File: src/rtl/coproc_perf_monitor.sv
// coproc_perf_monitor
//   Cycle and bus-activity monitor for the matrix-multiplier coprocessor.
//   It measures the run from the controller's start pulse to the status write.
//   It counts memory reads and writes, plus grant and stall cycles for each
//   processor. A watchdog ends a run that never completes.
//
// Ports
//   clk, reset                 rising-edge clock, asynchronous active-low reset
//   i_Start / i_Done           run start pulse / status-write (completion)
//   i_Requests / i_Grants      per-processor request and grant vectors
//   i_Memory_Read_Enable       shared memory read strobe
//   i_Memory_Write_Enable      shared memory write strobe
//   i_Read_Select              counter index; o_Read_Data is registered, 1-cycle latency
//   o_Busy / o_Finished        state is RUN / DONE
//   o_Timeout, o_Overflow, o_Grant_Error   sticky flags, cleared on run start
//
// Build option
//   COPROC_PERF_MONITOR_STALL_EN  when defined, builds the per-processor stall
//   counters at read indices 3+N..3+2N-1. When undefined, those indices read 0.
module coproc_perf_monitor #(
  parameter int unsigned NUMBER_OF_PROCESSORS = 4,
  parameter int unsigned COUNTER_WIDTH        = 32,
  parameter int unsigned TIMEOUT_CYCLES       = 100000,
  parameter int unsigned SELECT_WIDTH         = 6
) (
  input  logic                            clk,
  input  logic                            reset,
  input  logic                            i_Start,
  input  logic                            i_Done,
  input  logic [NUMBER_OF_PROCESSORS-1:0] i_Requests,
  input  logic [NUMBER_OF_PROCESSORS-1:0] i_Grants,
  input  logic                            i_Memory_Read_Enable,
  input  logic                            i_Memory_Write_Enable,
  input  logic [SELECT_WIDTH-1:0]         i_Read_Select,
  output logic [COUNTER_WIDTH-1:0]        o_Read_Data,
  output logic                            o_Busy,
  output logic                            o_Finished,
  output logic                            o_Timeout,
  output logic                            o_Overflow,
  output logic                            o_Grant_Error
);

  localparam int unsigned N = NUMBER_OF_PROCESSORS;
  localparam logic [COUNTER_WIDTH-1:0] MAX = '1;
  // Last cycle-counter value of a run that the watchdog allows.
  localparam logic [63:0] WD_LAST = (TIMEOUT_CYCLES == 0) ? 64'd0 : 64'(TIMEOUT_CYCLES - 1);

  typedef enum logic [1:0] {ST_IDLE, ST_RUN, ST_DONE} state_t;

  state_t                   r_state, w_state_nxt;
  logic [COUNTER_WIDTH-1:0] r_cycles, w_cycles_nxt;
  logic [COUNTER_WIDTH-1:0] r_reads, w_reads_nxt;
  logic [COUNTER_WIDTH-1:0] r_writes, w_writes_nxt;
  logic [COUNTER_WIDTH-1:0] r_grant [N];
  logic [COUNTER_WIDTH-1:0] w_grant_nxt [N];
`ifdef COPROC_PERF_MONITOR_STALL_EN
  logic [COUNTER_WIDTH-1:0] r_stall [N];
  logic [COUNTER_WIDTH-1:0] w_stall_nxt [N];
`else
  logic                     w_unused_requests;
  assign w_unused_requests = ^i_Requests;
`endif
  logic                     r_timeout, w_timeout_nxt;
  logic                     r_overflow, w_overflow_nxt;
  logic                     r_grant_error, w_grant_error_nxt;
  logic [COUNTER_WIDTH-1:0] r_read_data, w_read_data;
  logic                     w_sat_hit;

  function automatic logic [COUNTER_WIDTH-1:0] f_sat_inc(input logic [COUNTER_WIDTH-1:0] v,
                                                         input logic en);
    return (en && (v != MAX)) ? v + 1'b1 : v;
  endfunction

  always_comb begin
    w_state_nxt       = r_state;
    w_cycles_nxt      = r_cycles;
    w_reads_nxt       = r_reads;
    w_writes_nxt      = r_writes;
    w_grant_nxt       = r_grant;
`ifdef COPROC_PERF_MONITOR_STALL_EN
    w_stall_nxt       = r_stall;
`endif
    w_timeout_nxt     = r_timeout;
    w_overflow_nxt    = r_overflow;
    w_grant_error_nxt = r_grant_error;
    w_sat_hit         = 1'b0;

    case (r_state)
      ST_IDLE, ST_DONE: begin
        // Start takes priority over a coincident i_Done. The start edge clears
        // all results, so counting begins on the following cycle.
        if (i_Start) begin
          w_state_nxt       = ST_RUN;
          w_cycles_nxt      = '0;
          w_reads_nxt       = '0;
          w_writes_nxt      = '0;
          for (int unsigned k = 0; k < N; k++) begin
            w_grant_nxt[k] = '0;
`ifdef COPROC_PERF_MONITOR_STALL_EN
            w_stall_nxt[k] = '0;
`endif
          end
          w_timeout_nxt     = 1'b0;
          w_overflow_nxt    = 1'b0;
          w_grant_error_nxt = 1'b0;
        end
      end
      ST_RUN: begin
        w_cycles_nxt = f_sat_inc(r_cycles, 1'b1);
        w_reads_nxt  = f_sat_inc(r_reads, i_Memory_Read_Enable);
        w_writes_nxt = f_sat_inc(r_writes, i_Memory_Write_Enable);
        w_sat_hit    = (w_cycles_nxt == MAX) || (w_reads_nxt == MAX) || (w_writes_nxt == MAX);
        for (int unsigned k = 0; k < N; k++) begin
          w_grant_nxt[k] = f_sat_inc(r_grant[k], i_Grants[k]);
          w_sat_hit      = w_sat_hit || (w_grant_nxt[k] == MAX);
`ifdef COPROC_PERF_MONITOR_STALL_EN
          w_stall_nxt[k] = f_sat_inc(r_stall[k], i_Requests[k] && !i_Grants[k]);
          w_sat_hit      = w_sat_hit || (w_stall_nxt[k] == MAX);
`endif
        end
        // A counter can only hold MAX after saturating during this run.
        w_overflow_nxt = r_overflow || w_sat_hit;
        if ($countones(i_Grants) > 1) w_grant_error_nxt = 1'b1;
        if (i_Done) begin
          w_state_nxt = ST_DONE;
        end else if ((TIMEOUT_CYCLES != 0) && (64'(r_cycles) == WD_LAST)) begin
          w_timeout_nxt = 1'b1;
          w_state_nxt   = ST_DONE;
        end
      end
      default: w_state_nxt = ST_IDLE;
    endcase

    // Readback selects from the post-update counter values. Once registered,
    // o_Read_Data then matches the counters held after the same edge.
    w_read_data = '0;
    if (32'(i_Read_Select) == 32'd0) w_read_data = w_cycles_nxt;
    if (32'(i_Read_Select) == 32'd1) w_read_data = w_reads_nxt;
    if (32'(i_Read_Select) == 32'd2) w_read_data = w_writes_nxt;
    for (int unsigned k = 0; k < N; k++) begin
      if (32'(i_Read_Select) == 3 + k) w_read_data = w_grant_nxt[k];
`ifdef COPROC_PERF_MONITOR_STALL_EN
      if (32'(i_Read_Select) == 3 + N + k) w_read_data = w_stall_nxt[k];
`endif
    end
  end

  always_ff @(posedge clk or negedge reset) begin
    if (!reset) begin
      r_state       <= ST_IDLE;
      r_cycles      <= '0;
      r_reads       <= '0;
      r_writes      <= '0;
      for (int unsigned k = 0; k < N; k++) begin
        r_grant[k] <= '0;
`ifdef COPROC_PERF_MONITOR_STALL_EN
        r_stall[k] <= '0;
`endif
      end
      r_timeout     <= 1'b0;
      r_overflow    <= 1'b0;
      r_grant_error <= 1'b0;
      r_read_data   <= '0;
    end else begin
      r_state       <= w_state_nxt;
      r_cycles      <= w_cycles_nxt;
      r_reads       <= w_reads_nxt;
      r_writes      <= w_writes_nxt;
      r_grant       <= w_grant_nxt;
`ifdef COPROC_PERF_MONITOR_STALL_EN
      r_stall       <= w_stall_nxt;
`endif
      r_timeout     <= w_timeout_nxt;
      r_overflow    <= w_overflow_nxt;
      r_grant_error <= w_grant_error_nxt;
      r_read_data   <= w_read_data;
    end
  end

  assign o_Read_Data   = r_read_data;
  assign o_Busy        = (r_state == ST_RUN);
  assign o_Finished    = (r_state == ST_DONE);
  assign o_Timeout     = r_timeout;
  assign o_Overflow    = r_overflow;
  assign o_Grant_Error = r_grant_error;

endmodule
File: config.mk
export PLATFORM = sky130hd
export DESIGN_NAME = coproc_perf_monitor
export DESIGN_NICKNAME = d
export VERILOG_FILES = /design/src/rtl/coproc_perf_monitor.sv
export SDC_FILE = /design/constraint.sdc
export NUM_CORES = 1
export LEC_CHECK = 0
export ABC_CLOCK_PERIOD_IN_PS = 6660
export BUFFER_PORTS_ARGS = -buffer_cell sky130_fd_sc_hd__clkbuf_2
export CAP_MARGIN = 20
export CORE_ASPECT_RATIO = 1.5
export CORE_UTILIZATION = 60
export CTS_CLUSTER_DIAMETER = 150
export DETAILED_ROUTE_END_ITERATION = 10
export PLACE_DENSITY_LB_ADDON = 0.3
export SYNTH_ARGS = -nofsm -noshare
export SYNTH_HDL_FRONTEND = slang
export SYNTH_SLANG_ARGS = --single-unit
File: constraint.sdc
create_clock -name clk -period 6.66 [get_ports clk]
set_input_delay 0.333 -clock clk [delete_from_list [all_inputs] [get_ports clk]]
set_output_delay 0.333 -clock clk [all_outputs]
set_load 0.005 [all_outputs]
# Word-level counts from Yosys, hierarchy flattened
# Cells that the tools add are included.
[word_totals] ff_bits=261 input_bits=20 output_inout_bits=37 wordCells=105
[op_classes] n_addsub=10 order_cmp=1 eq_ne=28 n_mux=33 reduce_logical=21
[op_table] operator="$mux W32" n=17
[op_table] operator="$pmux W128 S2" n=1
[op_table] operator="$add A32 B1 Y32 const B" n=7
[op_table] operator="$eq A32 B32 Y1 const B" n=7
[op_table] operator="$ne A32 B32 Y1 const B" n=7
[op_table] operator="$pmux W32 S2" n=3
[op_table] operator="$mux W128" n=1
[op_table] operator="$eq A32 B17 Y1 const B" n=1
[op_table] operator="$eq A6 B3 Y1 const B" n=3
[op_table] operator="$eq A6 B2 Y1 const B" n=2
[op_table] operator="$logic_or A1 B1 Y1" n=7
[op_table] operator="$eq A6 B1 Y1 const B" n=1
[op_table] operator="$logic_and A1 B1 Y1" n=6
[op_table] operator="$logic_not A6 Y1" n=1
[op_table] operator="$mux W2" n=3
[op_table] operator="$pmux W1 S2" n=3
[op_table] operator="$add A1 B1 Y2" n=2
[op_table] operator="$mux W1" n=4
[op_table] operator="$ne A2 B1 Y1 const B" n=2
[op_table] operator="$ne A2 B2 Y1 const B" n=2
[op_table] operator="$pmux W2 S2" n=1
[op_table] operator="$reduce_and A2 Y1" n=2
[op_table] operator="$reduce_and A4 Y1" n=1
[op_table] operator="$add A2 B2 Y3" n=1
[op_table] operator="other kinds (8)" n=8

# Longest topological paths before layout
# Gate-level depths: netlist (run 1).
[depth] ltp_word=12 mapped_depth=13 mapped_depth_nobuf=10

# Least setup slack after synthesis (run 1)
# OpenSTA, ideal clock, no wires.
[synth_path] path_kind="register to register" start="register r_grant[64] in the netlist's numbering" end="register r_overflow, in the netlist o_Overflow" setup_time_ns=0.086 arrival_ns=3.266 required_time_ns=6.574 path_slack_ns=3.308 stages_incl_launch_ff=12 path_buffers=1 period_less_slack_ns=3.352 cell_sequence="dfrtp_1 ha_1 nand3_1 or3_1 clkbuf_1 or4_4 or3_4 xor2_1 or4_1 nor4_1 nand4_1 a32oi_1"
[synth_via] elab_chain_cells=9 word_cells_on_any_way=10 cone_classes="add/sub (1); eq/ne (2); mux (2); reduce/logical (5)"
[synth_lines] item="from (decl)" line="54" source="logic [COUNTER_WIDTH-1:0] r_grant [N];"
[synth_lines] item="from (signal assigned)" line="169" source="r_grant <= w_grant_nxt;"
[synth_lines] item="parallel branches: the longest is 2 deep, another holds $add A32 B1 Y32"
[synth_lines] item="$mux W32 (*)" line="71" source="return (en && (v != MAX)) ? v + 1'b1 : v;"
[synth_lines] item="$eq A32 B32 Y1 (*)" line="115" source="w_sat_hit = w_sat_hit || (w_grant_nxt[k] == MAX);"
[synth_lines] item="$logic_or A1 B1 Y1 (*) (3 in a row)" line="115"
[synth_lines] item="$logic_or A1 B1 Y1 (*)" line="122" source="w_overflow_nxt = r_overflow || w_sat_hit;"
[synth_lines] item="$pmux W1 S2 (*)" line="88" source="case (r_state)"
[synth_lines] item="to (signal assigned)" line="174" source="r_overflow <= w_overflow_nxt;"
[synth_lines] item="to (decl)" line="64" source="logic r_overflow, w_overflow_nxt;"
# Every way passes the cells marked *.
# A chain may end at the register's enable or synchronous reset.

# Worst setup path after layout (run 1)
[layout_path] start="register r_reads[0]" end="register r_overflow, in the netlist o_Overflow"
[layout_via] elab_chain_cells=12 word_cells_on_any_way=13 cone_classes="add/sub (1); eq/ne (2); mux (2); reduce/logical (8)"
[layout_lines] item="from (decl)" line="52" source="logic [COUNTER_WIDTH-1:0] r_reads, w_reads_nxt;"
[layout_lines] item="from (signal assigned)" line="167" source="r_reads <= w_reads_nxt;"
[layout_lines] item="parallel branches: the longest is 2 deep, another holds $add A32 B1 Y32"
[layout_lines] item="$mux W32 (*)" line="71"
[layout_lines] item="$eq A32 B32 Y1 (*)" line="112" source="w_sat_hit = (w_cycles_nxt == MAX) || (w_reads_nxt == MAX) || (w_writes_nxt == MAX);"
[layout_lines] item="$logic_or A1 B1 Y1 (*) (2 in a row)" line="112"
[layout_lines] item="$logic_or A1 B1 Y1 (*) (4 in a row)" line="115"
[layout_lines] item="$logic_or A1 B1 Y1 (*)" line="122"
[layout_lines] item="$pmux W1 S2 (*)" line="88"
# Marks and branches as above.

==> results of run 1 <==
worst max-delay path, delay by kind of cell (launching register included):
kind | cells | cell delay, ns
compound gates | 3 | 1.36
flops | 1 | 0.45
simple gates | 5 | 1.89
fa+ha+maj | 1 | 0.36
xor+xnor | 1 | 0.18
kinds of logic (layout without fill, tap and decap cells):
kind of cell,count (synthesis),count (layout),share of synthesized area
flip-flops,261,261,0.355
AO/OA/AOI/OAI,767,767,0.266
adder cells (fa/ha/maj),8,8,0.00584
AND/OR/NAND/NOR,982,982,0.278
other,0,1,0
buffers and inverters,222,188,0.0463
XOR/XNOR,58,58,0.0276
multiplexers,37,37,0.0221
repair_timing:
action	4_1_cts	5_1_grt
hold buffers	2	0
hold endpoints to repair	94	0
setup buffers	0	0
gates resized for setup	0	0
cells in the final DEF (no fill, tap or decap), drive strengths merged, types with 25 or more instances in the layout:
master / count
nor4: 72
o21ai: 258
a22o: 31
mux2i: 25
inv: 50
nand3: 117
and4: 36
xnor2: 37
clkbuf: 86
nor3: 50
dfrtp: 261
or4: 25
nor2: 132
and3: 55
o22ai: 29
a31oi: 71
a21oi: 128
o31ai: 57
nand2: 275
buf: 31
nand4: 119
layer usage:
metal	up-vias	wire length, um	GRT usage
li1	8832	-	-
met1	9523	25000	0.528
met2	1351	33300	0.753
met3	388	7310	0.105
met4	2	7410	0.376
met5	-	13	0
where the power goes:
part	switching, mW	internal [mW]	leakage [nW]
combinational	0.731	0.288	3.54
clock	0.737	1.05	0.508
sequential	0.140	1.66	3.62
cell type report:
type | instances | area, um^2 | area share
inverter | 49 | 186 | 0.00937
clock inverter | 20 | 269 | 0.0135
antenna | 1 | 2.50 | 0.000126
multi-input combinational | 1852 | 11100 | 0.556
clock buffer | 32 | 757 | 0.0380
sequential | 261 | 6530 | 0.328
tap | 400 | 500 | 0.0251
timing repair buffer | 87 | 588 | 0.0296
how the worst max path moves through the flow:
stage / start / to / slack [ns] / cells after the start
3_3_place_gp: r_grant[96] / o_Overflow / 2.49 / 10
6_report: r_reads[0] / o_Overflow / 2.35 / 10
4_1_cts: r_grant[96] / o_Overflow / 2.44 / 10
2_1_floorplan: r_grant[64] / o_Overflow / 3.31 / 11
3_5_place_dp: r_grant[96] / o_Overflow / 2.44 / 10
5_1_grt: r_grant[96] / o_Overflow / 2.15 / 11
synth_stat cells (6+ instances only):
| cell | n | area (um^2) |
|---|---|---|
| nand2_1 | 274 | 1030 |
| dfrtp_1 | 261 | 6530 |
| o21ai_0 | 251 | 1260 |
| clkbuf_1 | 140 | 526 |
| nor2_1 | 132 | 495 |
| a21oi_1 | 128 | 641 |
| nand4_1 | 117 | 732 |
| nand3_1 | 116 | 581 |
| nor4_1 | 72 | 450 |
| a31oi_1 | 71 | 444 |
| o31ai_1 | 56 | 420 |
| and3_1 | 55 | 344 |
| nor3_1 | 50 | 250 |
| inv_1 | 48 | 180 |
| xnor2_1 | 37 | 324 |
| and4_1 | 36 | 315 |
| a22o_1 | 31 | 272 |
| o22ai_1 | 29 | 181 |
| mux2i_1 | 25 | 250 |
| or4_1 | 24 | 180 |
| a21o_1 | 23 | 173 |
| xor2_1 | 21 | 184 |
| and2_1 | 20 | 125 |
| or2_2 | 18 | 113 |
| buf_1 | 17 | 63.8 |
| o211ai_1 | 17 | 128 |
| or3_1 | 17 | 106 |
| buf_2 | 16 | 80.1 |
| a211oi_1 | 14 | 105 |
| a22oi_1 | 14 | 105 |
| o41ai_1 | 12 | 105 |
| nand2b_1 | 11 | 68.8 |
| o21a_1 | 11 | 82.6 |
| mux2_2 | 10 | 113 |
| a21boi_0 | 8 | 60.1 |
| a221o_1 | 8 | 80.1 |
| a41oi_1 | 8 | 70.1 |
| nor2b_1 | 8 | 50.1 |
| o311ai_0 | 8 | 70.1 |
| a221oi_1 | 7 | 61.3 |
| ha_1 | 7 | 87.6 |
| o21ai_1 | 7 | 35.0 |
| o31a_1 | 7 | 61.3 |
| nor3b_1 | 6 | 45.0 |
per-stage QoR:
step / power (mW) / hold slack [ns] / util / std cells
6_report: 4.61 / 0.0715 / 0.658 / 2702
5_1_grt: 4.75 / 0.0913 / 0.658 / 2701
4_1_cts: 4.56 / 0.0676 / 0.657 / 2698
3_5_place_dp: 2.80 / 0.419 / 0.622 / 2644
3_3_place_gp: 2.77 / 0.398 / 0.622 / 2644
2_1_floorplan: 2.43 / 0.0374 / - / 2335
flip-flops by register name (all words and copies together), names as in the netlist:
name           count
r_reads           32
o_Overflow         1
r_cycles          32
r_writes          32
o_Grant_Error      1
o_Read_Data       32
o_Timeout          1
r_state            2
r_grant          128
==> reports/qor.csv, run 1 <==
metric,value,unit
fillers,2621,
drt first-iter violations,2349,
Post-Syn Area per Cell,7.89,um^2
Worst R2R Start,r_reads[0],
Post-Syn Instances,2335,
CTS root buf,clkbuf_16,
# rows,78,
CTS buffer count,28,
worst r2r path cells,10,
setup TNS,0,ns
placed cell area,0.0188,mm^2
largest net degree at the start of global routing,169,
routed len/inst,27.0,um
Final Skew,0.0214,ns
number of synthesized flops with an enable pin,0,
final non-filler cell area,0.0199,mm^2
Synth cell types,86,
Die W,145,um
pre-CTS setup slack,2.44,ns
RSZ-0062 raised after global routing,no,
syn_nets,2363,
Rel. slew slack,0.178,
starting density of the core,0.609,
Worst Hold Class,primary input to flop,
Max Freq,0.232,GHz
slew at the pin with the worst max-slew slack,1.22,ns
max cap viols,0,
Final GP Congestion,0.995,
IO Count,57,
Sink Count,261,
routed wire length,73.0,mm
final setup margin,2.35,ns
global-route wire length before repair,112,mm
Setup CP Type,flop to flop,
First-pass DRT Iterations,7,
final setup fails,0,
clk_lat worst skew,0.59,ns
Crit path largest cell delay,0.84,ns
Required @ worst endpoint,7.15,ns
# nets final,2307,
CTS tree,yes,
Worst Hold Path Cells,3,
Final min period,4.31,ns
Hold Fails Final Rpt,0,
die area,0.0314,mm^2
Most common cell on crit path,or4_1,
hold path start,i_Start,
"Max FO, Critical Path",8,
DRT antenna net count,0,
most common flop cell mapped by yosys,dfrtp_1,
r2r setup slk,2.35,ns
maximum vdd drop,261,uV
type of origin of the critical path,flop,
Ys Warns,0,
"Clk pin slew, worst setup/hold paths",0.07,ns
H-tree levels,1,
slowest CP cell,o32ai_1,
vias after detailed routing,20100,
"Seq/Total Area, Yosys",0.355,
vias in the first global route,18800,
Yosys reg bits,261,
Syn Std Cell Area,0.0184,mm^2
Die H,217,um
crit path DAT,4.80,ns
Max Transition Viols Final,0,
status,completed,
share of layout cells above drive strength 1,0.0817,
post-route clock period utilization,0.648,
CP Cell Sequence,"ha_1, nand2_1, or4_1, or4_1, xor2_1, a221o_1, or4_1, o32ai_1, nor3_1, a32oi_1",
ys async rst share,1.00,
detailed placer's ending HPWL,52.0,mm
input/output buffers,52,
R2R Path End,o_Overflow,
Core Box Area,0.0303,mm^2
drc violations,0,
Lkg Pwr,7.67,nW
All-Layer GR Usage,0.465,
crit path capture type,flop,
Syn-to-layout area delta,8.02,%
clk buf depth,3,
initial antenna violation count,1,
Vias/cell,7.44,
Pwr Density,231,mW/mm^2
GR Overflow Total,0,
Worst Hold Endpoint,r_state[1],
Power figures use the tool's default switching activity.
==> inputs of run 2 (changes only) <==
--- a/config.mk
+++ b/config.mk
@@ -5,7 +5,7 @@
 export SDC_FILE = /design/constraint.sdc
 export NUM_CORES = 1
 export LEC_CHECK = 0
-export ABC_CLOCK_PERIOD_IN_PS = 6660
+export ABC_CLOCK_PERIOD_IN_PS = 4000
 export BUFFER_PORTS_ARGS = -buffer_cell sky130_fd_sc_hd__clkbuf_2
 export CAP_MARGIN = 20
 export CORE_ASPECT_RATIO = 1.5
==> constraint.sdc (replaced) <==
create_clock -name clk -period 4 [get_ports clk]
set_input_delay 0.2 -clock clk [delete_from_list [all_inputs] [get_ports clk]]
set_output_delay 0.2 -clock clk [all_outputs]
set_load 0.005 [all_outputs]
==> run 2 against run 1 <==
Effect of this change: worst hold slack better by 0.094 ns; critical path depth is 1 lower; highest routed layer unchanged; total power is 66% higher; via count is 2.6% higher; largest power group unchanged; sequential power is 66% higher; clock-buffer cell count is 8 higher; non-clock buffer count is 96 higher.
==> reports/qor.csv, run 2 (synthesis results as in run 1) <==
metric,value,unit
Largest Register,r_grant,
Clk pwr share,0.375,
final setup margin,0.217,ns
GR Overflow Total,0,
Post-Route Utilization,0.682,
pre-CTS setup slack,-0.0401,ns
max cap viols,0,
routed wire length,75.5,mm
"Clk pin slew, worst setup/hold paths",0.06,ns
input/output buffers,52,
drt first-iter violations,2294,
clk buf depth,3,
"most common cell after layout, fill and taps aside",nand2_1,
crit path DAT,4.27,ns
Core Box Area,0.0303,mm^2
sw power,2.63,mW
Sink Count,261,
Final GP Congestion,1.03,
final non-filler cell area,0.0206,mm^2
clk_lat worst skew,0.57,ns
Rel. slew slack,0.227,
post-route clock period utilization,0.946,
Lkg Pwr,8.13,nW
total power,7.63,mW
DRT antenna net count,0,
Max Freq,0.264,GHz
Final Skew,0.0222,ns
slew at the pin with the worst max-slew slack,1.15,ns
Worst R2R Start,r_grant[96],
Final min period,3.78,ns
Pint,5.00,mW
initial antenna violation count,2,
Worst Hold Class,primary input to flop,
# nets final,2404,
vias after detailed routing,20600,
"Largest delay share family, worst path",simple AND/OR/NAND/NOR gates,
Seq pwr share,0.391,
max FFs per register,128,
placed cell area,0.0196,mm^2
most frequent cells in the layout,"nand2_1, dfrtp_1, o21ai_0",
crit path capture type,flop,
Syn-to-layout area delta,12.0,%
First-pass DRT Iterations,9,
Pwr Density,370,mW/mm^2
Vias/cell,7.37,
Die W,145,um
status,completed,
CTS root buf,clkbuf_16,
Max Transition Viols Final,0,
crit path from,r_grant[96],
final setup fails,0,
combinational group share of total power,0.234,
maximum vdd drop,556,uV
drc violations,0,
Setup CP Type,flop to flop,
die area,0.0314,mm^2
"Max FO, Critical Path",6,
CTS buffer count,29,
RSZ-0062 raised after global routing,no,
starting density of the core,0.609,
detailed placer's ending HPWL,55.1,mm
vias in the first global route,19400,
Hold Fails Final Rpt,0,
Required @ worst endpoint,4.48,ns
H-tree levels,1,
hold path start,i_Read_Select[3],
# rows,78,
largest net degree at the start of global routing,114,
slowest CP cell,a2111oi_1,
CP bufs+invs,0,
CP Cell Sequence,"ha_1, nand4_1, or3_1, a2111oi_1, xnor2_1, or4b_1, o32ai_4, nor3_1, a32oi_1",
Worst Hold Slack,0.165,ns
type of origin of the critical path,flop,
All-Layer GR Usage,0.476,
routed len/inst,27.0,um
Net Sw Frac,0.345,
global-route wire length before repair,114,mm
Crit path largest cell delay,0.63,ns
IO Count,57,
share of layout cells above drive strength 1,0.117,
Die H,217,um
CTS tree,yes,
## run 2: cell count changes in the layout (fill, tap and decap cells not counted), sizes merged
cell and change:
dlygate4sd3 +1, bufinv -2, clkinv -7, clkbuf +6, buf +97, inv -1
clkinvlp +1
## run 2: cell type report
| class | instances | area (um^2) |
|---|---|---|
| Sequential cell | 261 | 6530 |
| Antenna cell | 1 | 2.50 |
| Clock inverter | 11 | 166 |
| Tap cell | 400 | 500 |
| Inverter | 49 | 186 |
| Fill cell | 2562 | 9630 |
| Timing Repair Buffer | 183 | 1320 |
| Clock buffer | 40 | 827 |
| Multi-Input combinational cell | 1852 | 11100 |
## run 2: path summary, 6_finish.rpt
| path | to | depth (start not counted) | slack [ns] |
|---|---|---|---|
| setup / recovery | o_Overflow | 9 | 0.22 |
| hold / removal | o_Read_Data[24] | 5 | 0.17 |
| setup reg to reg | o_Overflow | 9 | 0.22 |
| hold reg to reg | o_Timeout | 2 | 0.51 |
| max in group asynchronous | r_grant[70] | 3 | 2.64 |
| min in group asynchronous | r_grant[44] | 2 | 0.21 |
## run 2: repair_timing
action,in CTS,in global routing
hold buffers,3,0
setup endpoints to repair,1,1
resized for setup,1,2
cloned,0,0
pin swaps,0,1
endpoints found under the hold margin,101,0
buffers inserted,0,0
## run 2: stage by stage
stage,setup TNS [ns],std cells
after floorplan,0,2335
after global placement,0,2741
after detailed placement,-0.0401,2741
after CTS,0,2795
after global routing,0,2796
final,0,2797
## run 2: tightest hold or removal path, cell delays in order
cell      delay, ns
clkbuf_2       0.08
nor3_1         0.04
buf_4          0.16
o221ai_1       0.08
o31ai_1        0.10
## run 2: layer usage
layer | up-vias | track usage | wire length (um)
met5 | - | 0 | 21
met4 | 4 | 0.393 | 7580
met3 | 415 | 0.104 | 7580
met2 | 1422 | 0.786 | 35200
met1 | 9759 | 0.527 | 25200
li1 | 9013 | - | -
## run 2: power groups by stage
stage	combinational (mW)	clock [mW]	sequential, mW
6_report	1.79	2.87	2.98
2_1_floorplan	1.13	0	2.92
4_1_cts	1.72	2.85	2.97
5_1_grt	1.91	2.96	3.00
3_5_place_dp	1.71	0	3.01
3_3_place_gp	1.67	0	3.00
